--- src/rtl/uart_pi_v2_if.sv ---
// Processor-interface bus of the UART register block: host access strobes
// plus the registered read-return path.
interface uart_pi_if;
  logic       pi_blk_sel;
  logic [3:0] pi_addr;
  logic       pi_wr_en;
  logic       pi_rd_en;
  logic [7:0] pi_wr_data;
  logic [7:0] pi_rd_data;
  logic       pi_rd_valid;

  modport master (
    output pi_blk_sel, pi_addr, pi_wr_en, pi_rd_en, pi_wr_data,
    input  pi_rd_data, pi_rd_valid
  );

  modport slave (
    input  pi_blk_sel, pi_addr, pi_wr_en, pi_rd_en, pi_wr_data,
    output pi_rd_data, pi_rd_valid
  );
endinterface

--- src/rtl/uart_pi_v2.sv ---
// UART processor-interface register block: FIFO access, atomic baud divisor,
// maskable W1C interrupt status and sticky error flags.
module uart_pi_v2 #(
  parameter int unsigned CLK_MHZ   = 75,
  parameter int unsigned BAUD_RATE = 128000,
  parameter int unsigned DIV_W     = 16,
`ifdef SIM
  parameter int unsigned DEF_DIV   = 2
`else
  parameter int unsigned DEF_DIV   = (CLK_MHZ * 62500 / BAUD_RATE) - 1
`endif
) (
  input  logic             clk,
  input  logic             rst,
  uart_pi_if.slave         pi,
  input  logic             interrupt_ack,
  output logic             interrupt,
  input  logic             tx_fifo_overrun,
  input  logic             tx_fifo_rdy,
  output logic             tx_fifo_wr_en,
  output logic [7:0]       tx_fifo_wr_data,
  input  logic             rx_fifo_overrun,
  input  logic             rx_fifo_rdy,
  output logic             rx_fifo_rd_en,
  input  logic [7:0]       rx_fifo_rd_data,
  output logic [DIV_W-1:0] baud_16x_in_cycles
);

  localparam logic [3:0] ADDR_STATUS     = 4'h0;
  localparam logic [3:0] ADDR_READ_FIFO  = 4'h1;
  localparam logic [3:0] ADDR_WRITE_FIFO = 4'h2;
  localparam logic [3:0] ADDR_DIV_LO     = 4'h3;
  localparam logic [3:0] ADDR_DIV_HI     = 4'h4;
  localparam logic [3:0] ADDR_IRQ_EN     = 4'h5;
  localparam logic [3:0] ADDR_IRQ_STATUS = 4'h6;
  localparam logic [3:0] ADDR_STICKY_CLR = 4'h7;

  logic             wr_acc_s, rd_acc_s, drop_s;
  logic [2:0]       evt_in_s, evt_q_r, evt_qq_r, evt_edge_s;
  logic [3:0]       irq_en_r, irq_en_nxt_s;
  logic [3:0]       irq_status_r, irq_status_nxt_s;
  logic [3:0]       irq_set_s, irq_w1c_s, irq_clr_s;
  logic [2:0]       stk_clr_s;
  logic             rx_ovr_stk_r, tx_ovr_stk_r, tx_drop_stk_r;
  logic             rx_ovr_stk_nxt_s, tx_ovr_stk_nxt_s, tx_drop_stk_nxt_s;
  logic [7:0]       shadow_r, shadow_nxt_s;
  logic [DIV_W-1:0] div_nxt_s;
  logic [15:0]      div_ext_s;
  logic [7:0]       rd_mux_s;

  // Access decode and the same-cycle FIFO strobes
  always_comb begin
    wr_acc_s        = pi.pi_blk_sel & pi.pi_wr_en;
    rd_acc_s        = pi.pi_blk_sel & pi.pi_rd_en;
    tx_fifo_wr_en   = wr_acc_s & (pi.pi_addr == ADDR_WRITE_FIFO) & tx_fifo_rdy;
    drop_s          = wr_acc_s & (pi.pi_addr == ADDR_WRITE_FIFO) & ~tx_fifo_rdy;
    tx_fifo_wr_data = pi.pi_wr_data;
    rx_fifo_rd_en   = rd_acc_s & (pi.pi_addr == ADDR_READ_FIFO) & rx_fifo_rdy;
  end

  // Register-file next state; event sets always win over any clear source
  always_comb begin
    evt_in_s     = {tx_fifo_rdy, rx_fifo_overrun, rx_fifo_rdy};
    evt_edge_s   = evt_q_r & ~evt_qq_r;
    irq_set_s    = {drop_s, evt_edge_s};
    irq_w1c_s    = 4'h0;
    irq_en_nxt_s = irq_en_r;
    stk_clr_s    = 3'b000;
    shadow_nxt_s = shadow_r;
    div_nxt_s    = baud_16x_in_cycles;
    if (wr_acc_s) begin
      case (pi.pi_addr)
        ADDR_DIV_LO:     shadow_nxt_s = pi.pi_wr_data;
        ADDR_DIV_HI:     div_nxt_s    = {pi.pi_wr_data[DIV_W-9:0], shadow_r};
        ADDR_IRQ_EN:     irq_en_nxt_s = pi.pi_wr_data[3:0];
        ADDR_IRQ_STATUS: irq_w1c_s    = pi.pi_wr_data[3:0];
        ADDR_STICKY_CLR: stk_clr_s    = pi.pi_wr_data[2:0];
        default:         shadow_nxt_s = shadow_r;
      endcase
    end else begin
      shadow_nxt_s = shadow_r;
    end
    if (interrupt_ack) begin
      irq_clr_s = 4'hF;
    end else begin
      irq_clr_s = irq_w1c_s;
    end
    irq_status_nxt_s  = (irq_status_r & ~irq_clr_s) | irq_set_s;
    rx_ovr_stk_nxt_s  = rx_fifo_overrun | (rx_ovr_stk_r & ~stk_clr_s[0]);
    tx_ovr_stk_nxt_s  = tx_fifo_overrun | (tx_ovr_stk_r & ~stk_clr_s[1]);
    tx_drop_stk_nxt_s = drop_s | (tx_drop_stk_r & ~stk_clr_s[2]);
  end

  // Read mux, sampled in the access cycle before any pop takes effect
  always_comb begin
    div_ext_s = 16'(baud_16x_in_cycles);
    rd_mux_s  = 8'h00;
    case (pi.pi_addr)
      ADDR_STATUS:     rd_mux_s = {2'b00, tx_drop_stk_r, tx_ovr_stk_r, rx_ovr_stk_r,
                                   tx_fifo_rdy, rx_fifo_rdy, 1'b0};
      ADDR_READ_FIFO: begin
        if (rx_fifo_rdy) begin
          rd_mux_s = rx_fifo_rd_data;
        end else begin
          rd_mux_s = 8'h00;
        end
      end
      ADDR_DIV_LO:     rd_mux_s = div_ext_s[7:0];
      ADDR_DIV_HI:     rd_mux_s = div_ext_s[15:8];
      ADDR_IRQ_EN:     rd_mux_s = {4'h0, irq_en_r};
      ADDR_IRQ_STATUS: rd_mux_s = {4'h0, irq_status_r};
      default:         rd_mux_s = 8'h00;
    endcase
  end

  // State registers; interrupt tracks the next-cycle status so it has no extra lag
  always_ff @(posedge clk or posedge rst) begin
    if (rst) begin
      evt_q_r            <= 3'b000;
      evt_qq_r           <= 3'b000;
      irq_en_r           <= 4'h0;
      irq_status_r       <= 4'h0;
      rx_ovr_stk_r       <= 1'b0;
      tx_ovr_stk_r       <= 1'b0;
      tx_drop_stk_r      <= 1'b0;
      shadow_r           <= 8'h00;
      baud_16x_in_cycles <= DIV_W'(DEF_DIV);
      interrupt          <= 1'b0;
      pi.pi_rd_data      <= 8'h00;
      pi.pi_rd_valid     <= 1'b0;
    end else begin
      evt_q_r            <= evt_in_s;
      evt_qq_r           <= evt_q_r;
      irq_en_r           <= irq_en_nxt_s;
      irq_status_r       <= irq_status_nxt_s;
      rx_ovr_stk_r       <= rx_ovr_stk_nxt_s;
      tx_ovr_stk_r       <= tx_ovr_stk_nxt_s;
      tx_drop_stk_r      <= tx_drop_stk_nxt_s;
      shadow_r           <= shadow_nxt_s;
      baud_16x_in_cycles <= div_nxt_s;
      interrupt          <= |(irq_status_nxt_s & irq_en_nxt_s);
      pi.pi_rd_data      <= rd_acc_s ? rd_mux_s : 8'h00;
      pi.pi_rd_valid     <= rd_acc_s;
    end
  end

endmodule

--- src/flat_wrapper.sv ---
// flat-port wrapper written by rule: the top's interface ports become plain ports
module uart_pi_v2_flat 
#(
  parameter int unsigned CLK_MHZ   = 75,
  parameter int unsigned BAUD_RATE = 128000,
  parameter int unsigned DIV_W     = 16,

  parameter int unsigned DEF_DIV   = (CLK_MHZ * 62500 / BAUD_RATE) - 1

)
  (clk, rst, interrupt_ack, interrupt, tx_fifo_overrun, tx_fifo_rdy, tx_fifo_wr_en, tx_fifo_wr_data, rx_fifo_overrun, rx_fifo_rdy, rx_fifo_rd_en, rx_fifo_rd_data, baud_16x_in_cycles, pi_pi_blk_sel, pi_pi_addr, pi_pi_wr_en, pi_pi_rd_en, pi_pi_wr_data, pi_pi_rd_data, pi_pi_rd_valid);
  uart_pi_if pi_i ();
  input  logic clk;
  input  logic rst;
  input  logic interrupt_ack;
  output logic interrupt;
  input  logic tx_fifo_overrun;
  input  logic tx_fifo_rdy;
  output logic tx_fifo_wr_en;
  output logic [7:0] tx_fifo_wr_data;
  input  logic rx_fifo_overrun;
  input  logic rx_fifo_rdy;
  output logic rx_fifo_rd_en;
  input  logic [7:0] rx_fifo_rd_data;
  output logic [DIV_W-1:0] baud_16x_in_cycles;
  input wire logic [$bits(pi_i.pi_blk_sel)-1:0] pi_pi_blk_sel;
  input wire logic [$bits(pi_i.pi_addr)-1:0] pi_pi_addr;
  input wire logic [$bits(pi_i.pi_wr_en)-1:0] pi_pi_wr_en;
  input wire logic [$bits(pi_i.pi_rd_en)-1:0] pi_pi_rd_en;
  input wire logic [$bits(pi_i.pi_wr_data)-1:0] pi_pi_wr_data;
  output wire logic [$bits(pi_i.pi_rd_data)-1:0] pi_pi_rd_data;
  output wire logic [$bits(pi_i.pi_rd_valid)-1:0] pi_pi_rd_valid;
  assign pi_i.pi_blk_sel = pi_pi_blk_sel;
  assign pi_i.pi_addr = pi_pi_addr;
  assign pi_i.pi_wr_en = pi_pi_wr_en;
  assign pi_i.pi_rd_en = pi_pi_rd_en;
  assign pi_i.pi_wr_data = pi_pi_wr_data;
  assign pi_pi_rd_data = pi_i.pi_rd_data;
  assign pi_pi_rd_valid = pi_i.pi_rd_valid;
  uart_pi_v2 #(.CLK_MHZ(CLK_MHZ), .BAUD_RATE(BAUD_RATE), .DIV_W(DIV_W), .DEF_DIV(DEF_DIV)) u_core (.clk(clk), .rst(rst), .pi(pi_i), .interrupt_ack(interrupt_ack), .interrupt(interrupt), .tx_fifo_overrun(tx_fifo_overrun), .tx_fifo_rdy(tx_fifo_rdy), .tx_fifo_wr_en(tx_fifo_wr_en), .tx_fifo_wr_data(tx_fifo_wr_data), .rx_fifo_overrun(rx_fifo_overrun), .rx_fifo_rdy(rx_fifo_rdy), .rx_fifo_rd_en(rx_fifo_rd_en), .rx_fifo_rd_data(rx_fifo_rd_data), .baud_16x_in_cycles(baud_16x_in_cycles));
endmodule
--- config.mk ---
export PLATFORM = sky130hd
export DESIGN_NAME = uart_pi_v2_flat
export DESIGN_NICKNAME = d
export VERILOG_FILES = /design/src/rtl/uart_pi_v2_if.sv /design/src/rtl/uart_pi_v2.sv /design/src/flat_wrapper.sv
export SDC_FILE = /design/constraint.sdc
export NUM_CORES = 1
export LEC_CHECK = 0
export ABC_AREA = 0
export BUFFER_PORTS_ARGS = -buffer_cell sky130_fd_sc_hd__buf_2
export CORE_ASPECT_RATIO = 2
export CORE_UTILIZATION = 35
export DETAILED_ROUTE_END_ITERATION = 12
export SLEW_MARGIN = 25
export SYNTH_ARGS = -nofsm -noshare
export SYNTH_HDL_FRONTEND = slang
export SYNTH_SLANG_ARGS = --single-unit
--- constraint.sdc ---
create_clock -name clk -period 1.3 [get_ports clk]
set_clock_uncertainty 0.05 [all_clocks]
set_input_delay 0 -clock clk [delete_from_list [all_inputs] [get_ports clk]]
set_output_delay 0 -clock clk [all_outputs]
set_load 0.1 [all_outputs]
==> metrics.md, run 1 <==
| Metric | Value |
|---|---|
| Setup TNS | -53.48 ps |
| Status | complete, but fails checks |
| Fmax | 738.8 MHz |
| Layout Cells excl Fill | 391 |
| Largest net degree at the start of global routing | 52 |
| Clock net sink count | 51 |
| Placer congestion estimate | 0.8375 |
| Antenna-violating nets left | 0 |
| Final hold vios | 2 |
| Critical path arrival | 1470 ps |
| Commonest non-fill, non-tap cell in the layout | buf_2 |
| Post-synth EDFFs | 0 |
| Syn Area/Cell | 11.85 um^2 |
| Max-slew violations | 0 |
| CTS tree | yes |
| IO Pins | 66 |
| DR WL/cell | 15.68 um |
| Pre-antenna DRT Iters | 4 |
| Setup WS post-layout | -53.48 ps |
| Most frequent cells in the layout | 60 x buf_2, 35 x dfrtp_1, 32 x buf_4 |
| MaxCap Viol Count | 0 |
| WL final | 6.130 mm |
| Avg Vias per Cell | 4.992 |
| H-tree level count | 2 |
| Vias | 1952 |
| Seq/Total Area, Yosys | 0.5539 |
| # rows | 41 |
| Pleak | 1.654 nW |
| CP endpoint kind | flop |
| Cell Area, Synth | 0.002311 mm^2 |
| CP max stage cell | or4_1 |
| Worst-skew pair later-pin latency | 290 ps |
| Initial Utilization | 0.3633 |
| Worst Path Max Fanout | 2 |
| Detailed placement HPWL | 4.518 mm |
| Pwr Density | 1460 mW/mm^2 |
| Fin crit period | 1353 ps |
| Setup violators final | 1 |
| Antenna diodes | 0 |
| Area of the core | 0.006361 mm^2 |
| Root Driver | clkbuf_16 |
| Total Nets Final | 334 |
| Global-route wire length before repair | 9.542 mm |
| Peak VDD IR | 895.1 uV |
| Slew HR | 0.6713 |
| Die extent in y | 116.9 um |
| Async S/R FF share, synth | 1.000 |
| Die area | 0.006951 mm^2 |
| Post-synth cell types | 37 |
| Hold Crit Class | input pin to flop |
| Initial antenna violation count | 0 |
| Clock-pin slew on the worst setup and hold paths | 70 ps |
| Crit path kind | flop to flop |
| Worst Setup Start Kind | flop |
| Primary FF master, synth | dfrtp_1 |
| Congestion Overflow GR | 0 |
| Syn nets | 225 |
| Share of cells above drive strength 1 | 0.5213 |
| Inst Count DP | 364 |
| DRC Markers | 0 |
| Worst Tran Pin Value | 496.4 ps |
| Tot GR Track Use | 0.1903 |
| Clock Tree Buf Depth | 2 |
| Vias in the first global route | 1933 |
| Violated checks | negative hold slack, negative setup slack |
| Synthesis warning total | 0 |
| Chip Width | 59.46 um |
| Starting DRT DRC Count | 61 |
| Mapped Cells | 195 |
| #FFs+latches synth | 51 |
| CTS Buf Count | 5 |
| Min Hold Slack | -6.583 ps |
| Worst EP required | 1410 ps |
| Final Total Pwr | 4.984 mW |
| Area Growth Syn to Fin | 47.70% |
| RSZ-0062 raised after global routing | yes |
| Largest stage delay, worst path | 520 ps |
| Number of port buffers | 65 |
| Worst path cell trace | o21ai_0 -> a22oi_1 -> or4_1 |
| Final period utilization | 1.041 |
==> final cells by class <==
type,instances,area [um^2]
clock buffers,6,138.9
clock inverters,2,35.03
fillers,579,2948
inverters,6,22.52
multi-input cells,122,920.9
flip-flops and latches,51,1308
well taps,86,107.6
repair buffers,118,880.8
==> kinds of logic (layout without fill, tap and decap cells) <==
| logic type | Yosys count | count (layout) | share of synthesized area |
|---|---|---|---|
| xor gates and xnor gates | 1 | 1 | 0.003791 |
| buffers and inverters | 22 | 132 | 0.05414 |
| and+or+nand+nor | 57 | 57 | 0.1370 |
| AOI/OAI and AO/OA | 36 | 36 | 0.1169 |
| DFF | 51 | 51 | 0.5539 |
| muxes | 28 | 28 | 0.1343 |
==> cells in the mapped netlist (3+ instances only) <==
cell type	count	share of area
nor2_1	5	0.0081
dfrtp_1	48	0.52
inv_1	6	0.0097
mux2i_1	4	0.017
a21oi_1	7	0.015
o21ai_0	4	0.0087
dfstp_2	3	0.034
a22o_1	4	0.015
nand3_1	6	0.013
buf_2	4	0.0087
mux2_2	24	0.12
nand3b_1	4	0.013
nand2_1	16	0.026
buf_4	10	0.032
nor2b_1	4	0.011
o2bb2ai_1	3	0.011
a311o_1	3	0.013
nand2b_1	4	0.011
and2_1	4	0.011
a22oi_1	6	0.019
==> routing by layer <==
layer / up-vias / global-route usage / routed length, um
li1: 915 / - / -
met1: 954 / 0.2053 / 2322
met4: 0 / 0.1159 / 231
met3: 14 / 0.03187 / 225
met5: - / 0 / 0
met2: 69 / 0.3356 / 3351
==> final timing paths <==
path | startpoint | endpoint | depth (start not counted) | slack, ps
setup / recovery | u_core.irq_en_r[3] | u_core.interrupt | 3 | -50
setup reg to reg | u_core.irq_en_r[3] | u_core.interrupt | 3 | -50
max in group asynchronous | rst | u_core.baud_16x_in_cycles[5] | 4 | 670
min in group asynchronous | rst | u_core.irq_status_r[2] | 4 | 240
hold reg to reg | u_core.evt_q_r[0] | u_core.evt_qq_r[0] | 0 | 330
hold / removal | rx_fifo_rd_data[5] | u_core.pi.pi_rd_data[5] | 3 | -7
==> flip-flops by register name, summed over array words and instances, names as in the netlist <==
name / flops
u_core.irq_en_r: 4
u_core.tx_drop_stk_r: 1
u_core.irq_status_r: 4
u_core.evt_q_r: 3
u_core.interrupt: 1
u_core.rx_ovr_stk_r: 1
u_core.shadow_r: 8
u_core.tx_ovr_stk_r: 1
u_core.pi.pi_rd_data: 8
u_core.baud_16x_in_cycles: 16
u_core.pi.pi_rd_valid: 1
u_core.evt_qq_r: 3
==> timing repair <==
action | CTS | global route
hold endpoints to repair | 74 | 0
resized for setup | 1 | 3
hold buffers | 18 | 0
setup buffers | 1 | 0
setup endpoints to repair | 1 | 4
pin swaps | 2 | 0
==> power by group <==
group	internal (mW)	leakage (nW)	switching, mW	total [mW]
clock network	0.957	0.0868	0.574	1.53
registers	1.81	0.628	0.129	1.94
logic	0.430	0.939	1.09	1.52
total	3.19	1.65	1.79	4.98
==> critical path: cells and delay by family, from the launching register on <==
| kind | cells | cell delay, ps |
|---|---|---|
| AO/OA/AOI/OAI | 2 | 260 |
| AND/OR/NAND/NOR | 1 | 520 |
| flip-flops | 1 | 390 |
==> stage by stage <==
stage | utilization | setup WS, ps | area [um^2]
final | 0.5366 | -53.48 | 3413
after global routing | 0.5366 | -81.80 | 3413
after CTS | 0.5358 | -40.36 | 3408
after detailed placement | 0.4788 | -343.7 | 3045
after global placement | 0.4788 | -290.3 | 3045
after floorplan | - | -115.8 | 2347
Note: power is estimated with default switching activity, not from simulation.
==> inputs of run 2 (changes only) <==
Settings changed: ABC_AREA 0 to 1.
Clock period 1.3 ns to 1.38 ns, I/O delays scaled along.
==> run 2 against run 1 <==
Against the previous run:
- the run now ends clean
- cell area shrank 7.3%
- non-clock buffer count shrank 28
- clock-buffer cell count is the same
- total power shrank 2.0%
- critical path depth shrank 2
- largest power group unchanged
- worst setup slack gained 100 ps
- largest cell class unchanged
- die area grew 2.0%
==> metrics.md, run 2 <==
| Metric | Value |
|---|---|
| Worst-skew pair later-pin latency | 300 ps (about the same) |
| Largest stage delay, worst path | 550 ps (+30 ps) |
| CP max stage cell | dfstp_2 |
| Synthesis warning total | 0 (unchanged) |
| Placer congestion estimate | 0.8341 (-0.41%) |
| RSZ-0062 raised after global routing | no |
| Sequential cell area | 0.001280 mm^2 (-2.1%) |
| DR WL/cell | 13.03 um (-17%) |
| # rows | 42 (+2.4%) |
| Setup Fix Bufs, Post-CTS | 0 (-1) |
| Initial antenna violation count | 0 (unchanged) |
| Status | finished clean |
| Cell Area, Synth | 0.002357 mm^2 (+2.0%) |
| Final-layout fill cell count | 677 (+17%) |
| Pleak | 1.699 nW (+2.7%) |
| CP endpoint kind | output pin |
| Max-slew violations | 0 (unchanged) |
| WL final | 5.954 mm (-2.9%) |
| Peak VDD IR | 681.9 uV (-24%) |
| Total Nets Final | 398 (+19%) |
| Number of port buffers | 65 (unchanged) |
| Largest Register | u_core.baud_16x_in_cycles |
| Largest regs | u_core.baud_16x_in_cycles: 16 flops, u_core.pi.pi_rd_data: 8 flops, u_core.shadow_r: 8 flops |
| Global-route wire length before repair | 9.466 mm (-0.80%) |
| Largest net degree at the start of global routing | 52 (unchanged) |
| Critical path arrival | 1280 ps (-190 ps) |
| R2R setup slack | 420 ps (+470 ps) |
| Syn Area/Cell | 8.300 um^2 (-30%) |
| Fmax | 752.0 MHz |
| Clock net sink count | 51 (unchanged) |
| Post-synth cell types | 23 (-38%) |
| Final hold vios | 0 (-2) |
| DRC Markers | 0 (unchanged) |
| Setup violators final | 0 (-1) |
| Crit path buffers/inverters | 1 (+1) |
| Area Growth Syn to Fin | 34.24% |
| Place WS | 90.20 ps (+433.9 ps) |
| Detailed placement HPWL | 4.424 mm (-2.1%) |
| Count leader, synth | nand2_1 |
| Setup TNS | 0 ps (+53.48 ps) |
| MaxCap Viol Count | 0 (unchanged) |
| Yosys top cell area share | 0.5096 (-0.01021) |
| Die extent in y | 118.1 um (+0.98%) |
| #FFs+latches synth | 51 (unchanged) |
| Synth area leader | dfrtp_1 |
| Reg2Reg Depth | 8 (+5) |
| Final period utilization | 0.9636 |
| Critical R2R Capture | u_core.interrupt |
| Pwr Density | 1544 mW/mm^2 (+5.7%) |
| Vias | 2052 (+5.1%) |
| Vias in the first global route | 1939 (+0.31%) |
| Clock-pin slew on the worst setup and hold paths | 70 ps (about the same) |
| Cell area after layout | 0.003164 mm^2 (-7.3%) |
| Mapped Cells | 284 (+46%) |
| Post-synth EDFFs | 0 (unchanged) |
| Layout Cells excl Fill | 457 (+17%) |
| Avg Vias per Cell | 4.490 (-10%) |
| Min-Delay Endpoint | u_core.pi.pi_rd_data[0] |
| Hold Crit Class | input pin to flop |
| H-tree level count | 2 (unchanged) |
| Area of the core | 0.006569 mm^2 (+3.3%) |
| Chip Width | 60.03 um (+0.97%) |
| Inst Count DP | 431 (+18%) |
| Slew HR | 0.6662 (-0.005150) |
| IO Pins | 66 (unchanged) |
| Min Hold Slack | 1.488 ps (+8.071 ps) |
| Worst EP required | 1330 ps (-80 ps) |
| Final Total Pwr | 4.885 mW (-2.0%) |
| Crit-path leading delay family | flip-flops |
| Flip-flop count of the largest register after layout | 16 (unchanged) |
| Die area | 0.007087 mm^2 (+2.0%) |
| Worst Path Max Fanout | 3 (+1) |
| Syn nets | 314 (+40%) |
| Worst path cell trace | buf_2 |
| Starting DRT DRC Count | 125 (+100%) |
| Worst Setup Start Kind | flop |
| Antenna-violating nets left | 0 (unchanged) |
| Post-DP Area | 0.002816 mm^2 (-7.5%) |
| Initial Utilization | 0.3589 (-0.004439) |
| Primary FF master, synth | dfrtp_1 |
| Beginning of the worst hold path | rx_fifo_rd_data[0] |
| Seq/Total Area, Yosys | 0.5430 (-0.01088) |
| Setup WS post-layout | 50.24 ps (+103.7 ps) |
| Async S/R FF share, synth | 1.000 (unchanged) |
| Pre-antenna DRT Iters | 4 (unchanged) |
| Crit path kind | flop to output pin |
| Antenna diodes | 0 (unchanged) |
| Worst Tran Pin Value | 504.2 ps (+7.778 ps) |
| Multi-input combinational cell area | 860.8 um^2 (-6.5%) |
| Most instantiated cells after synthesis | 100 x nand2_1, 48 x dfrtp_1, 37 x inv_1, 19 x nand3_1, 19 x nor2_1 |
| CTS tree | yes |
| Most frequent cells in the layout | 100 x nand2_1, 63 x buf_2, 48 x dfrtp_1 |
| Congestion Overflow GR | 0 (unchanged) |
| Fin crit period | 1330 ps |
| Synth top area cells | dfrtp_1 51%, nand2_1 16%, inv_1 5.9% |
| Clock Tree Buf Depth | 2 (unchanged) |
| Commonest non-fill, non-tap cell in the layout | nand2_1 |
| Share of cells above drive strength 1 | 0.2710 (-0.2503) |
| CTS Buf Count | 5 (unchanged) |
| FF-to-FF Start | u_core.irq_status_r[0] |
| WHS Path Cells | 5 (+2) |
| Tot GR Track Use | 0.1848 (-0.005457) |
| Final core area utilization | 0.4817 (-0.05487) |
| Root Driver | clkbuf_16 |
[run 2: cell types whose count changed in the layout (fill, tap and decap cells not counted), sizes merged, moves of 6 or more]
cell,change
mux2,-24
buf,-28
o21ai,+16
a21oi,-6
nor2,+18
nand2,+89
nand3,+13
a22oi,-6
inv,+33
[run 2: worst max-delay path by stage]
stage / startpoint / to / slack (ps) / cells after the start
2_1_floorplan: u_core.baud_16x_in_cycles[2] / u_core.pi.pi_rd_data[2] / 30 / 4
3_3_place_gp: pi_pi_addr[0] / u_core.interrupt / 140 / 11
3_5_place_dp: pi_pi_addr[0] / u_core.interrupt / 90 / 11
4_1_cts: u_core.baud_16x_in_cycles[1] / baud_16x_in_cycles[1] / 40 / 1
5_1_grt: u_core.baud_16x_in_cycles[1] / baud_16x_in_cycles[1] / 5 / 1
6_report: u_core.baud_16x_in_cycles[5] / baud_16x_in_cycles[5] / 50 / 1
[run 2: layout make-up]
cell class                      instances  share of cell area
Sequential cell                        51              0.4045
Inverter                               38             0.04587
Clock buffer                            6             0.04073
Timing Repair Buffer                   90              0.1898
Multi-Input combinational cell        182              0.2720
Tap cell                               88             0.03480
Clock inverter                          2             0.01226
[run 2: cells by family (layout without fill, tap and decap cells)]
| family | count (synthesis) | in the layout | synth area share |
|---|---|---|---|
| AO/OA/AOI/OAI | 24 | 24 | 0.05573 |
| buffers and inverters | 51 | 136 | 0.1030 |
| flip-flops | 51 | 51 | 0.5430 |
| AND/OR/NAND/NOR | 158 | 158 | 0.2983 |
[run 2: routing by layer]
metal | global-route usage | routed length [um] | vias up
li1 | - | - | 1030
met1 | 0.2089 | 2336 | 950
met2 | 0.3132 | 3235 | 61
met3 | 0.03736 | 229 | 11
met4 | 0.09448 | 154 | 0
met5 | 0 | 0 | -
[run 2: report_power, final]
group          switching, mW  internal, mW
combinational           1.32         0.287
sequential             0.129          1.73
clock                  0.554         0.863
[run 2: repair_timing]
action,4_1_cts,5_1_grt
hold endpoints to repair,79,0
gates resized for setup,0,0
hold buffers,18,0
==> inputs of run 3 (changes only) <==
Settings changed: ABC_AREA 1 to default.
==> run 3 against run 2 <==
Against the previous run:
- sequential power is 3% lower
- maximum frequency down 0.66%
- global-route usage rose by 0.14 points
- routed wire length shrank 0.39%
- critical path depth grew 3
- worst setup slack got worse by 8.9 ps
- cell count decreased by 16%
- first-iteration DRC count fell by 60%
- flip-flop and latch count did not move
- hold slack better by 7.5 ps
- die area decreased by 1.9%
- largest power group unchanged
- combinational power decreased by 14%
==> metrics.md, run 3 (synthesized netlist as in run 1, its figures left out) <==
| Metric | Value |
|---|---|
| Status | finished clean |
| Peak VDD IR | 955.1 uV (+40%) |
| Largest net degree at the start of global routing | 52 (unchanged) |
| Most frequent cells in the layout | 62 x buf_2, 37 x dfrtp_1, 24 x mux2_2, 24 x buf_4, 19 x dlygate4sd3_1 |
| Pleak | 1.589 nW (-6.5%) |
| Largest Register | u_core.baud_16x_in_cycles |
| Placer congestion estimate | 0.8529 (+2.3%) |
| Number of port buffers | 65 (unchanged) |
| Fmax | 747.0 MHz (-0.66%) |
| Critical R2R Capture | u_core.interrupt |
| Worst Tran Pin Value | 490.1 ps (-14.15 ps) |
| Pre-antenna DRT Iters | 4 (unchanged) |
| Setup TNS | 0 ps (unchanged) |
| Area Growth Syn to Fin | 42.45% |
| CP endpoint kind | flop |
| Critical path arrival | 1450 ps (+170 ps) |
| MaxCap Viol Count | 0 (unchanged) |
| Fin crit period | 1339 ps (+8.892 ps) |
| Tot GR Track Use | 0.1862 (+0.001375) |
| Root Driver | clkbuf_16 |
| Vias | 1904 (-7.2%) |
| WHS Path Cells | 3 (-2) |
| Initial Utilization | 0.3633 (+0.004439) |
| Antenna-violating nets left | 0 (unchanged) |
| Commonest non-fill, non-tap cell in the layout | buf_2 |
| # rows | 41 (-2.4%) |
| Cell area after layout | 0.003292 mm^2 (+4.0%) |
| RSZ-0062 raised after global routing | yes |
| Hold Crit Class | input pin to flop |
| Worst EP required | 1490 ps (+160 ps) |
| Largest regs | u_core.baud_16x_in_cycles: 16 flops, u_core.pi.pi_rd_data: 8 flops, u_core.shadow_r: 8 flops |
| Final hold vios | 0 (unchanged) |
| Slew HR | 0.6755 (+0.009367) |
| Die extent in y | 116.9 um (-0.97%) |
| Congestion Overflow GR | 0 (unchanged) |
| Avg Vias per Cell | 4.971 (+11%) |
| Global-route wire length before repair | 9.453 mm (-0.14%) |
| FF-to-FF Start | u_core.irq_status_r[0] |
| Initial antenna violation count | 0 (unchanged) |
| Total Nets Final | 326 (-18%) |
| Worst-skew pair later-pin latency | 290 ps (about the same) |
| Worst Setup Start Kind | flop |
| Vias in the first global route | 1902 (-1.9%) |
| Final period utilization | 0.9700 (+0.006444) |
| Pwr Density | 1394 mW/mm^2 (-9.7%) |
| CTS Buf Count | 5 (unchanged) |
| Final Total Pwr | 4.590 mW (-6.0%) |
| Worst Path Max Fanout | 2 (-1) |
| H-tree level count | 2 (unchanged) |
| Clock net sink count | 51 (unchanged) |
| Max-slew violations | 0 (unchanged) |
| WL final | 5.931 mm (-0.39%) |
| Setup violators final | 0 (unchanged) |
| Post-DP Area | 0.002920 mm^2 (+3.7%) |
| DR WL/cell | 15.49 um (+19%) |
| Die area | 0.006951 mm^2 (-1.9%) |
| Beginning of the worst hold path | pi_pi_wr_data[0] |
| Min-Delay Endpoint | u_core.rx_ovr_stk_r |
| Flip-flop count of the largest register after layout | 16 (unchanged) |
| Detailed placement HPWL | 4.434 mm (+0.21%) |
| Antenna diodes | 0 (unchanged) |
| Starting DRT DRC Count | 50 (-60%) |
| Share of cells above drive strength 1 | 0.4916 (+0.2206) |
| Area of the core | 0.006361 mm^2 (-3.2%) |
| Crit path kind | flop to flop |
| Reg2Reg Depth | 4 (-4) |
| DRC Markers | 0 (unchanged) |
| Final core area utilization | 0.5175 (+0.03579) |
| CTS tree | yes |
| Clock-pin slew on the worst setup and hold paths | 60 ps (about the same) |
| IO Pins | 66 (unchanged) |
| Chip Width | 59.46 um (-0.96%) |
| R2R setup slack | 40 ps (-380 ps) |
| Clock Tree Buf Depth | 2 (unchanged) |
[run 3: changes by cell type in the layout (fill, tap and decap cells not counted), sizes merged, moves of 13 or more]
cell and delta:
nand2 -89, inv -33, mux2 +24, buf +19
nor2 -18, o21ai -16, nand3 -13
[run 3: report_power, final]
part | total [mW] | switching, mW | internal, mW
sequential | 1.81 | 0.115 | 1.69
clock | 1.39 | 0.532 | 0.856
combinational | 1.39 | 1.02 | 0.377
[run 3: repair_timing]
item,in CTS,in global routing
hold buffers,19,0
setup buffers,0,1
setup endpoints to repair,0,2
resized for setup,0,2
endpoints found under the hold margin,77,0
[run 3: layer usage]
layer  up-vias  share of wire  GRT usage
li1        899              -          -
met1       941           0.40     0.2053
met2        54           0.55     0.3386
met3        10          0.029    0.02857
met4         0          0.026    0.08571
met5         -              0          0
[run 3: stage by stage]
stage / setup WS [ps] / hold WS (ps) / instances
after floorplan: -3.318 / -18.57 / 195
after global placement: -207.4 / 9.206 / 355
after detailed placement: -231.4 / 14.51 / 355
after CTS: 26.77 / 6.274 / 382
after global routing: -10.87 / 18.17 / 383
final: 41.35 / 9.000 / 383
[run 3: final cells by class]
cell class	count	area (um^2)
multi-input combinational	122	917.1
tap	86	107.6
inverter	6	22.52
clock buffer	6	128.9
sequential	51	1297
fill	617	3069
timing repair buffer	110	780.7
clock inverter	2	37.54
[run 3: worst max-delay path by stage]
stage,startpoint,to,cells after the start
2_1_floorplan,rst,u_core.baud_16x_in_cycles[10],1
3_3_place_gp,pi_pi_addr[3],u_core.interrupt,5
3_5_place_dp,pi_pi_addr[3],u_core.interrupt,5
4_1_cts,u_core.irq_status_r[0],u_core.interrupt,4
5_1_grt,u_core.irq_status_r[0],u_core.interrupt,4
6_report,u_core.irq_status_r[0],u_core.interrupt,4
[run 3: worst max-delay path, cell delays in order, from the launching register on]
cell and delay, ps:
dfrtp_1 380, inv_1 60, a311o_1 140, a22oi_2 90, or4_1 500
